[src/rtl/rv_alu_pkg.sv]
// -----------------------------------------------------------------------------
// rv_alu_pkg
// Shared RV32I constants for the ALU decoder and the ALU itself: major opcodes,
// funct3/funct7 field values, the 5-bit ALU operation codes and the decoded
// bundle that travels from the decoder to the ALU stage.
// -----------------------------------------------------------------------------
package rv_alu_pkg;

   localparam logic [6:0] OPC_OP     = 7'b0110011;  // register-register
   localparam logic [6:0] OPC_OP_IMM = 7'b0010011;  // register-immediate

   localparam logic [2:0] F3_ADD_SUB = 3'b000;
   localparam logic [2:0] F3_SLL     = 3'b001;
   localparam logic [2:0] F3_SLT     = 3'b010;
   localparam logic [2:0] F3_SLTU    = 3'b011;
   localparam logic [2:0] F3_XOR     = 3'b100;
   localparam logic [2:0] F3_SRL_SRA = 3'b101;
   localparam logic [2:0] F3_OR      = 3'b110;
   localparam logic [2:0] F3_AND     = 3'b111;

   localparam logic [6:0] F7_BASE = 7'b0000000;
   localparam logic [6:0] F7_ALT  = 7'b0100000;  // selects SUB / SRA / SRAI

   localparam int ALU_OP_N = 19;

   typedef enum logic [4:0] {
      ALU_ADD   = 5'd0,  ALU_ADDI  = 5'd1,  ALU_SUB   = 5'd2,  ALU_XOR   = 5'd3,
      ALU_XORI  = 5'd4,  ALU_OR    = 5'd5,  ALU_ORI   = 5'd6,  ALU_AND   = 5'd7,
      ALU_ANDI  = 5'd8,  ALU_SLL   = 5'd9,  ALU_SLLI  = 5'd10, ALU_SRL   = 5'd11,
      ALU_SRLI  = 5'd12, ALU_SRA   = 5'd13, ALU_SRAI  = 5'd14, ALU_SLT   = 5'd15,
      ALU_SLTI  = 5'd16, ALU_SLTU  = 5'd17, ALU_SLTIU = 5'd18
   } alu_op_e;

   typedef struct packed {
      alu_op_e               alu_op;
      logic [ALU_OP_N-1:0]   alu_en;
      logic [4:0]            rs1;
      logic [4:0]            rs2;
      logic [4:0]            rd;
      logic [31:0]           imm;
      logic                  use_imm;
      logic                  illegal;
   } dec_t;

   function automatic logic [ALU_OP_N-1:0] alu_onehot(input alu_op_e op);
      return {{(ALU_OP_N-1){1'b0}}, 1'b1} << op;
   endfunction

endpackage

[src/rtl/rv_alu_dec_comb.sv]
// -----------------------------------------------------------------------------
// rv_alu_dec_comb
// Purely combinational RV32I ALU-instruction decoder.
//   instr  in   32  instruction word
//   dec    out  dec_t  decoded bundle (op, one-hot enable, register fields,
//                      immediate, immediate select, illegal flag)
// Unsupported words produce illegal=1 with op/enable/immediate/use_imm all 0;
// the register fields are always the raw instruction slices.
// -----------------------------------------------------------------------------
module rv_alu_dec_comb
   import rv_alu_pkg::*;
(
   input  logic [31:0] instr,
   output dec_t        dec
);

   logic [6:0]  opcode;
   logic [2:0]  f3;
   logic [6:0]  f7;
   alu_op_e     op;
   logic        legal;
   logic        is_imm;
   logic [31:0] imm;

   assign opcode = instr[6:0];
   assign f3     = instr[14:12];
   assign f7     = instr[31:25];

   always_comb begin
      // NOTE: every variable gets a default first so no path through the case leaves a latch.
      op     = ALU_ADD;
      legal  = 1'b1;
      is_imm = 1'b0;
      imm    = '0;
      case (opcode)
         OPC_OP: begin
            if (f7 == F7_BASE) begin
               case (f3)
                  F3_ADD_SUB: op = ALU_ADD;
                  F3_SLL:     op = ALU_SLL;
                  F3_SLT:     op = ALU_SLT;
                  F3_SLTU:    op = ALU_SLTU;
                  F3_XOR:     op = ALU_XOR;
                  F3_SRL_SRA: op = ALU_SRL;
                  F3_OR:      op = ALU_OR;
                  F3_AND:     op = ALU_AND;
               endcase
            end else if (f7 == F7_ALT && f3 == F3_ADD_SUB) begin
               op = ALU_SUB;
            end else if (f7 == F7_ALT && f3 == F3_SRL_SRA) begin
               op = ALU_SRA;
            end else begin
               legal = 1'b0;
            end
         end
         OPC_OP_IMM: begin
            is_imm = 1'b1;
            imm    = {{20{instr[31]}}, instr[31:20]};
            case (f3)
               F3_ADD_SUB: op = ALU_ADDI;
               F3_SLT:     op = ALU_SLTI;
               F3_SLTU:    op = ALU_SLTIU;
               F3_XOR:     op = ALU_XORI;
               F3_OR:      op = ALU_ORI;
               F3_AND:     op = ALU_ANDI;
               F3_SLL: begin
                  // Shifts carry a 5-bit shamt; the upper bits are a funct7 qualifier.
                  op    = ALU_SLLI;
                  imm   = {27'b0, instr[24:20]};
                  legal = (f7 == F7_BASE);
               end
               F3_SRL_SRA: begin
                  imm = {27'b0, instr[24:20]};
                  if (f7 == F7_BASE)     op = ALU_SRLI;
                  else if (f7 == F7_ALT) op = ALU_SRAI;
                  else                   legal = 1'b0;
               end
            endcase
         end
         default: legal = 1'b0;
      endcase

      dec.alu_op  = legal ? op : ALU_ADD;
      dec.alu_en  = legal ? alu_onehot(op) : '0;
      dec.rs1     = instr[19:15];
      dec.rs2     = instr[24:20];
      dec.rd      = instr[11:7];
      dec.imm     = legal ? imm : '0;
      dec.use_imm = legal && is_imm;
      dec.illegal = !legal;
   end

endmodule

[src/rtl/rv_alu_decoder.sv]
// -----------------------------------------------------------------------------
// rv_alu_decoder
// Registered RV32I ALU decoder stage with valid/ready handshakes on both sides.
//   clk        in   rising-edge clock
//   rst        in   asynchronous active-high reset
//   flush      in   synchronous kill: empties the stage, drops the input word
//   in_valid   in   / in_ready out / in_instr in[32]   upstream handshake
//   out_valid  out  / out_ready in                     downstream handshake
//   out_alu_op[5], out_alu_en[19], out_rs1/rs2/rd[5], out_imm[32],
//   out_use_imm, out_illegal                           decoded bundle
// Build option DECODER_SKID_EN: two-entry skid buffer with a registered
// in_ready (skid slot empty), breaking the out_ready -> in_ready path.
// Without it a single output register is used and
// in_ready = !out_valid || out_ready. Latency is one cycle in both builds.
// -----------------------------------------------------------------------------
module rv_alu_decoder
   import rv_alu_pkg::*;
(
   input  logic        clk,
   input  logic        rst,
   input  logic        flush,
   input  logic        in_valid,
   output logic        in_ready,
   input  logic [31:0] in_instr,
   output logic        out_valid,
   input  logic        out_ready,
   output logic [4:0]  out_alu_op,
   output logic [18:0] out_alu_en,
   output logic [4:0]  out_rs1,
   output logic [4:0]  out_rs2,
   output logic [4:0]  out_rd,
   output logic [31:0] out_imm,
   output logic        out_use_imm,
   output logic        out_illegal
);

   dec_t dec;
   dec_t out_q;
   logic out_valid_q;
   logic accept;

   rv_alu_dec_comb u_dec (
      .instr (in_instr),
      .dec   (dec)
   );

`ifdef DECODER_SKID_EN
   dec_t skid_q;
   logic skid_valid_q;
   logic rdy_q;
   dec_t out_d;
   dec_t skid_d;
   logic out_valid_d;
   logic skid_valid_d;

   assign in_ready = rdy_q;
   assign accept   = in_valid && rdy_q && !flush;

   always_comb begin
      out_d        = out_q;
      out_valid_d  = out_valid_q;
      skid_d       = skid_q;
      skid_valid_d = skid_valid_q;
      if (flush) begin
         out_valid_d  = 1'b0;
         skid_valid_d = 1'b0;
      end else if (!out_valid_q || out_ready) begin
         // Output slot frees: the older skid word goes first to keep order.
         if (skid_valid_q) begin
            out_d        = skid_q;
            out_valid_d  = 1'b1;
            skid_valid_d = 1'b0;
         end else begin
            out_valid_d = accept;
            if (accept) out_d = dec;
         end
      end else if (accept) begin
         // Output stalled: park the word accepted under the registered ready.
         skid_d       = dec;
         skid_valid_d = 1'b1;
      end
   end

   always_ff @(posedge clk or posedge rst) begin
      if (rst) begin
         // NOTE: the payload registers are reset as well, because the outputs must read zero while rst is held.
         out_q        <= '0;
         out_valid_q  <= 1'b0;
         skid_q       <= '0;
         skid_valid_q <= 1'b0;
         rdy_q        <= 1'b0;
      end else begin
         // NOTE: state uses non-blocking assignments so every register samples pre-edge values.
         out_q        <= out_d;
         out_valid_q  <= out_valid_d;
         skid_q       <= skid_d;
         skid_valid_q <= skid_valid_d;
         rdy_q        <= !skid_valid_d;
      end
   end
`else
   // rst gates in_ready so nothing is offered upstream while the stage is held.
   assign in_ready = !rst && (!out_valid_q || out_ready);
   assign accept   = in_valid && in_ready && !flush;

   always_ff @(posedge clk or posedge rst) begin
      if (rst) begin
         out_q       <= '0;
         out_valid_q <= 1'b0;
      end else if (flush) begin
         out_valid_q <= 1'b0;
      end else if (!out_valid_q || out_ready) begin
         out_valid_q <= accept;
         if (accept) out_q <= dec;
      end
   end
`endif

   assign out_valid   = out_valid_q;
   assign out_alu_op  = out_q.alu_op;
   assign out_alu_en  = out_q.alu_en;
   assign out_rs1     = out_q.rs1;
   assign out_rs2     = out_q.rs2;
   assign out_rd      = out_q.rd;
   assign out_imm     = out_q.imm;
   assign out_use_imm = out_q.use_imm;
   assign out_illegal = out_q.illegal;

endmodule

[config.mk]
export PLATFORM = sky130hd
export DESIGN_NAME = rv_alu_decoder
export DESIGN_NICKNAME = d
export VERILOG_FILES = /design/src/rtl/rv_alu_pkg.sv /design/src/rtl/rv_alu_dec_comb.sv /design/src/rtl/rv_alu_decoder.sv
export SDC_FILE = /design/constraint.sdc
export NUM_CORES = 1
export LEC_CHECK = 0
export CAP_MARGIN = 20
export CORE_MARGIN = 10
export CORE_UTILIZATION = 46
export DETAILED_ROUTE_END_ITERATION = 10
export GPL_TIMING_DRIVEN = 0
export HOLD_SLACK_MARGIN = 0.03
export PLACE_DENSITY_LB_ADDON = 0.05
export SLEW_MARGIN = 25
export SYNTH_ARGS = -nofsm -noshare
export SYNTH_HDL_FRONTEND = slang
export SYNTH_SLANG_ARGS = --single-unit
[constraint.sdc]
create_clock -name clk -period 4 [get_ports clk]
set_input_delay 0.6 -clock clk [delete_from_list [all_inputs] [get_ports clk]]
set_output_delay 0.6 -clock clk [all_outputs]
set_load 0.02 [all_outputs]
* Yosys cells after proc, flatten, opt, wreduce, memory -nomap -nowiden
Memories as Yosys holds them, arrays and structs flattened.
Cells that the tools add are included.
** Storage, ports and cells
- Register bits :: 74
- Word-level logic and storage cells :: 60
- Input port bits :: 37
- Output and inout port bits :: 75
- Memories :: 1
- ROM bits :: 40
** Memory list
- (name not given) :: words 8, width 5, rd ports 1, clocked after memory_dff 0, wr ports 0, RTL line rv_alu_dec_comb.sv:38 : case (f3)
** Operators by class
- Equality and inequality tests :: 10
- Reductions and logical operators :: 16
- Shift operators :: 1
- Multiplexer cells :: 22
- Bitwise operators :: 1
** Operators by type and width (count)
- $mux W32 :: 3
- $pmux W5 S8 :: 1
- $mux W5 :: 4
- $mux W19 :: 1
- $shl A1 B5 Y19 const A :: 1
- $eq A7 B6 Y1 const B :: 2
- $eq A3 B3 Y1 const B :: 4
- $pmux W5 S2 :: 1
- $mux W1 :: 8
- $mux W4 :: 2
- $eq A7 B5 Y1 const B :: 1
- $logic_not A7 Y1 :: 1
- $eq A3 B2 Y1 const B :: 2
- $logic_and A1 B1 Y1 :: 6
- $logic_not A1 Y1 :: 4
- $pmux W1 S2 :: 2
- $eq A3 B1 Y1 const B :: 1
- $logic_not A3 Y1 :: 1
- $reduce_and A3 Y1 :: 1
- $reduce_bool A2 Y1 :: 1
- $reduce_or A2 Y1 :: 1
- $logic_or A1 B1 Y1 :: 1
- $not A1 Y1 :: 1

* Longest topological paths before layout
- Depth after elaboration :: 8
- Gate-level depth with buffers :: 9
- Gate-level depth less buffers :: 8

* By module
A second synthesis with hierarchy kept.
** Second synthesis, totals
- Cells, all modules :: 306
- Area, all modules :: 3832.4 µm²
** Modules (own cells, without submodules)
- rv_alu_decoder :: times used 1, area an instance 2832.7 µm², cells each 161
- rv_alu_dec_comb :: times used 1, area an instance 999.7 µm², cells each 145

* Worst setup path before layout
No wires, ideal clock.
- Path type :: input to register
- Start :: input rst
- End :: register out_q (netlist bit out_alu_en[17])
- Required time :: 3.908 ns
- Data arrival time :: 2.890 ns
- Path slack :: 1.018 ns
- Path buffers :: 0
- Library setup time :: 0.092 ns
- Stages :: 6
- Path through :: inv_1 nand3_1 nand4b_1 nand2_4 o2111ai_4 o31ai_2
** On the way
- Word-level cells in the longest chain between the ends :: 5
** RTL lines
- start: declaration :: RTL line rv_alu_decoder.sv:20 : input logic rst,
- $logic_not A1 Y1 (no source line)
- $logic_and A1 B1 Y1 :: RTL line rv_alu_decoder.sv:103 : assign in_ready = !rst && (!out_valid_q || out_ready);
- $logic_and A1 B1 Y1 (2 in a row) :: RTL line rv_alu_decoder.sv:104 : assign accept = in_valid && in_ready && !flush;
- $reduce_and A3 Y1 (no source line)
- end signal: assignment :: RTL line rv_alu_decoder.sv:108 : out_q <= '0;
- end signal: assignment :: RTL line rv_alu_decoder.sv:114 : if (accept) out_q <= dec;
- end: declaration :: RTL line rv_alu_decoder.sv:38 : dec_t out_q;
No other way between the ends.
A chain may end at the register's enable or synchronous reset.

* Final worst setup path
- Start :: input in_instr[13]
- End :: register out_q (netlist bit out_alu_en[17])
** On the way
- Word-level cells in the longest chain between the ends :: 8
** RTL lines
- start: declaration :: RTL line rv_alu_decoder.sv:24 : input logic [31:0] in_instr,
- $eq A3 B3 Y1 :: RTL line rv_alu_dec_comb.sv:50, rv_alu_dec_comb.sv:59
- $logic_and A1 B1 Y1 :: RTL line rv_alu_dec_comb.sv:50 : end else if (f7 == F7_ALT && f3 == F3_SRL_SRA) begin
- $mux W4 :: RTL line rv_alu_dec_comb.sv:50
- $mux W5 :: RTL line rv_alu_dec_comb.sv:48 : end else if (f7 == F7_ALT && f3 == F3_ADD_SUB) begin
- $mux W5 :: RTL line rv_alu_dec_comb.sv:37 : if (f7 == F7_BASE) begin
- $pmux W5 S2 :: RTL line rv_alu_dec_comb.sv:35 : case (opcode)
- $shl A1 B5 Y19 :: RTL line rv_alu_pkg.sv:46 : return {{(ALU_OP_N-1){1'b0}}, 1'b1} << op;
- $mux W19 * :: RTL line rv_alu_dec_comb.sv:84 : dec.alu_en = legal ? alu_onehot(op) : '0;
Mark *: on every way between the ends. The rest lies on a longest branch, timed or not.

==> results.py <==
metrics = {
    "global_route": {
        "grt_use_total": 0.151,
        "grt_max_degree": 57,
        "antenna_found_initial": 0,
        "grt_overflow_total": 0,
        "grt_pass1_vias": 2393,
        "grt_pass1_wl_um": 11900,
    },
    "run": {
        "cap_violations": 0,
    },
    "floorplanning": {
        "core_sq_um": 5610,
        "dieArea_sq_um": 9350,
        "io_pins": 112,
        "row_count": 27,
        "die_x_um": 96.7,
        "die_h_um": 96.7,
        "start_util": 0.482,
    },
    "drt": {
        "vias": 2249,
        "post_drt_via_cell_ratio": 5.21,
        "drt_iter0_drc": 87,
        "routedWlPerCell_um": 17.7,
        "drt-total-wl_um": 7630,
        "drtPass1Iterations": 4,
        "drc": 0,
        "antenna_left": 0,
    },
    "synth": {
        "syn_nets": 285,
        "synth_edf_count": 0,
        "ys_top_cells_by_count": "dfrtp_1 (54), nand2_1 (29), buf_4 (21)",
        "synth-async-reset-ratio": 1.00,
        "ys_seq_area_frac": 0.500,
        "ys_types": 49,
        "ys.flop_type": "dfrtp_1",
        "syn_area_sq_um": 2710,
        "yosysWarnings": 0,
        "synth_most_common_cell": "dfrtp_1",
        "syn_inst": 243,
        "synth_area_leaders": "dfrtp_1 (50%), mux2_2 (6.2%), buf_4 (5.8%)",
        "synth-seq-cells": 54,
        "synth_top_area_frac": 0.500,
        "synth.largest_area_cell": "dfrtp_1",
        "syn_avg_cell_area_sq_um": 11.1,
    },
    "cts": {
        "cts-resized-gates": 0,
        "htreeDepth": 2,
        "hold_buffers": 0,
        "clk_latency_ps": 320,
        "cts_sinks": 54,
        "clkTransAtPathRegs_ps": 100,
        "numCtsBuffers": 5,
        "cts_max_path_buffers": 2,
        "root_buffer": "clkbuf_8",
        "postCtsSetupBuffers": 0,
        "cts_tree": "yes",
    },
    "final_layout": {
        "final_area_sq_um": 4010,
        "diodes": 0,
        "nNetsFinal": 401,
        "syn2layout_area_growth_pct": 48.3,
        "stdcell_count": 432,
        "layout-drive-gt1-share": 0.161,
    },
    "sta": {
        "skew_ps": 10.1,
        "min_period_ps": 3080,
        "relSlewSlack": 0.534,
        "rsz0062_at_grt": "no",
        "max_freq_mhz": 325,
        "holdWs_ps": 487,
        "setup_ws_ps": 920,
        "post-route-period-util": 0.770,
        "final_max_slew_viol_count": 0,
        "finalSetupViolCount": 0,
        "worst_pin_slew_ps": 694,
        "final_hold_viol_count": 0,
    },
    "critical_path": {
        "crit_path_start_kind": "primary input",
        "r2r_setup_slack_ps": 1930,
        "critPathTopFamily": "compound AO/OA/AOI/OAI gates",
        "critPathArrivalTime_ps": 3300,
        "cp_max_fo": 8,
        "cp.required_ps": 4220,
        "worstPathCellList": "clkdlybuf4s50_1, inv_1, ha_1, or4b_1, o41ai_2, a2111oi_1, a21oi_1, o2111ai_4, o31ai_2",
        "cpPeakStageDelay_ps": 630,
        "endpoint_kind": "flop",
        "crit_slowest_cell": "clkdlybuf4s50_1",
        "critical_path_class": "in -> reg",
        "path_buf_inv": 2,
    },
    "placed_design": {
        "routabilityCongestion": 0.851,
        "dp_hpwl_um": 5960,
        "io_buffers": 109,
        "dp_cells": 424,
        "dpl_cell_area_sq_um": 3890,
        "dp_slack_ps": 612,
    },
    "pwr": {
        "leakagePower_nw": 1.71,
        "p_total_mw": 1.23,
        "power.density_nw_per_um2": 307,
        "peakVddDrop_mv": 0.256,
    },
    "status": {
        "status": "completed",
    },
    "hold_path": {
        "hp-class": "reg -> reg",
    },
}
==> layout by cell type (no fill, tap or decap), types with 3 or more instances in the layout <==
cell,count
mux2_2,15
clkbuf_1,10
inv_1,4
ha_1,5
nand2_1,29
nand2b_1,6
nor2b_1,5
o21ai_1,19
dfrtp_1,54
nand3_1,6
buf_4,21
clkdlybuf4s50_1,109
nor2_1,4
and2_1,3
o21ai_0,3
clkbuf_8,5
a22o_1,13
a21oi_1,4
==> per-stage QoR <==
stage                util  setup TNS [ps]
finish              0.716               0
global route        0.716               0
CTS                 0.716               0
detailed placement  0.695               0
global placement    0.693           -9010
floorplan               -               0
==> cell type report <==
cell class	instances	area, sq um
clock buffers	5	68.8
multi-input cells	153	1150
fillers	431	1600
clock inverters	3	48.8
inverters	5	21.3
well taps	72	90.1
flip-flops and latches	54	1350
plain buffers	31	195
repair buffers	109	1090
==> layer usage <==
metal	share of wire	GRT usage	vias up
li1	-	-	1088
met1	0.41	0.163	1061
met2	0.47	0.248	91
met3	0.11	0.0823	9
met4	0.012	0.0417	0
met5	0	0	-
==> path summary, 6_finish.rpt <==
| kind | start | end | cells past startpoint |
|---|---|---|---|
| max | in_instr[13] | out_alu_en[17] | 9 |
| min | out_alu_op[1] | out_alu_op[1] | 1 |
| max reg2reg | out_valid | out_rs1[1] | 5 |
| min reg2reg | out_alu_op[1] | out_alu_op[1] | 1 |
| max in group asynchronous | rst | out_valid | 2 |
| min in group asynchronous | rst | out_alu_en[7] | 2 |
==> flip-flops by register name, indices dropped and copies added, names as in the netlist <==
| name | cells |
|---|---|
| out_alu_en | 19 |
| out_imm | 12 |
| out_alu_op | 5 |
| out_rd | 5 |
| out_rs1 | 5 |
| out_rs2 | 5 |
| out_illegal | 1 |
| out_use_imm | 1 |
| out_valid | 1 |
==> logic make-up (layout without fill, tap and decap cells) <==
logic type | after synthesis | count (layout) | share of synthesized area
and+or+nand+nor | 72 | 72 | 0.151
buffers and inverters | 36 | 153 | 0.0791
DFF | 54 | 54 | 0.500
adders and majority gates | 5 | 5 | 0.0231
AOI/OAI and AO/OA | 59 | 59 | 0.177
muxes | 17 | 17 | 0.0698
==> where the power goes <==
part,total (mW),switching (mW),internal (mW)
clock network,0.389,0.198,0.191
registers,0.594,0.0163,0.578
logic,0.250,0.123,0.126
==> worst register-to-register path, stage by stage (launching register included) <==
cell      delay [ps]
dfrtp_1          360
nand2b_1          80
nand3_1          180
clkbuf_1         480
clkbuf_1         480
mux2_2           400
No activity file was read; power rests on OpenSTA's default activity.
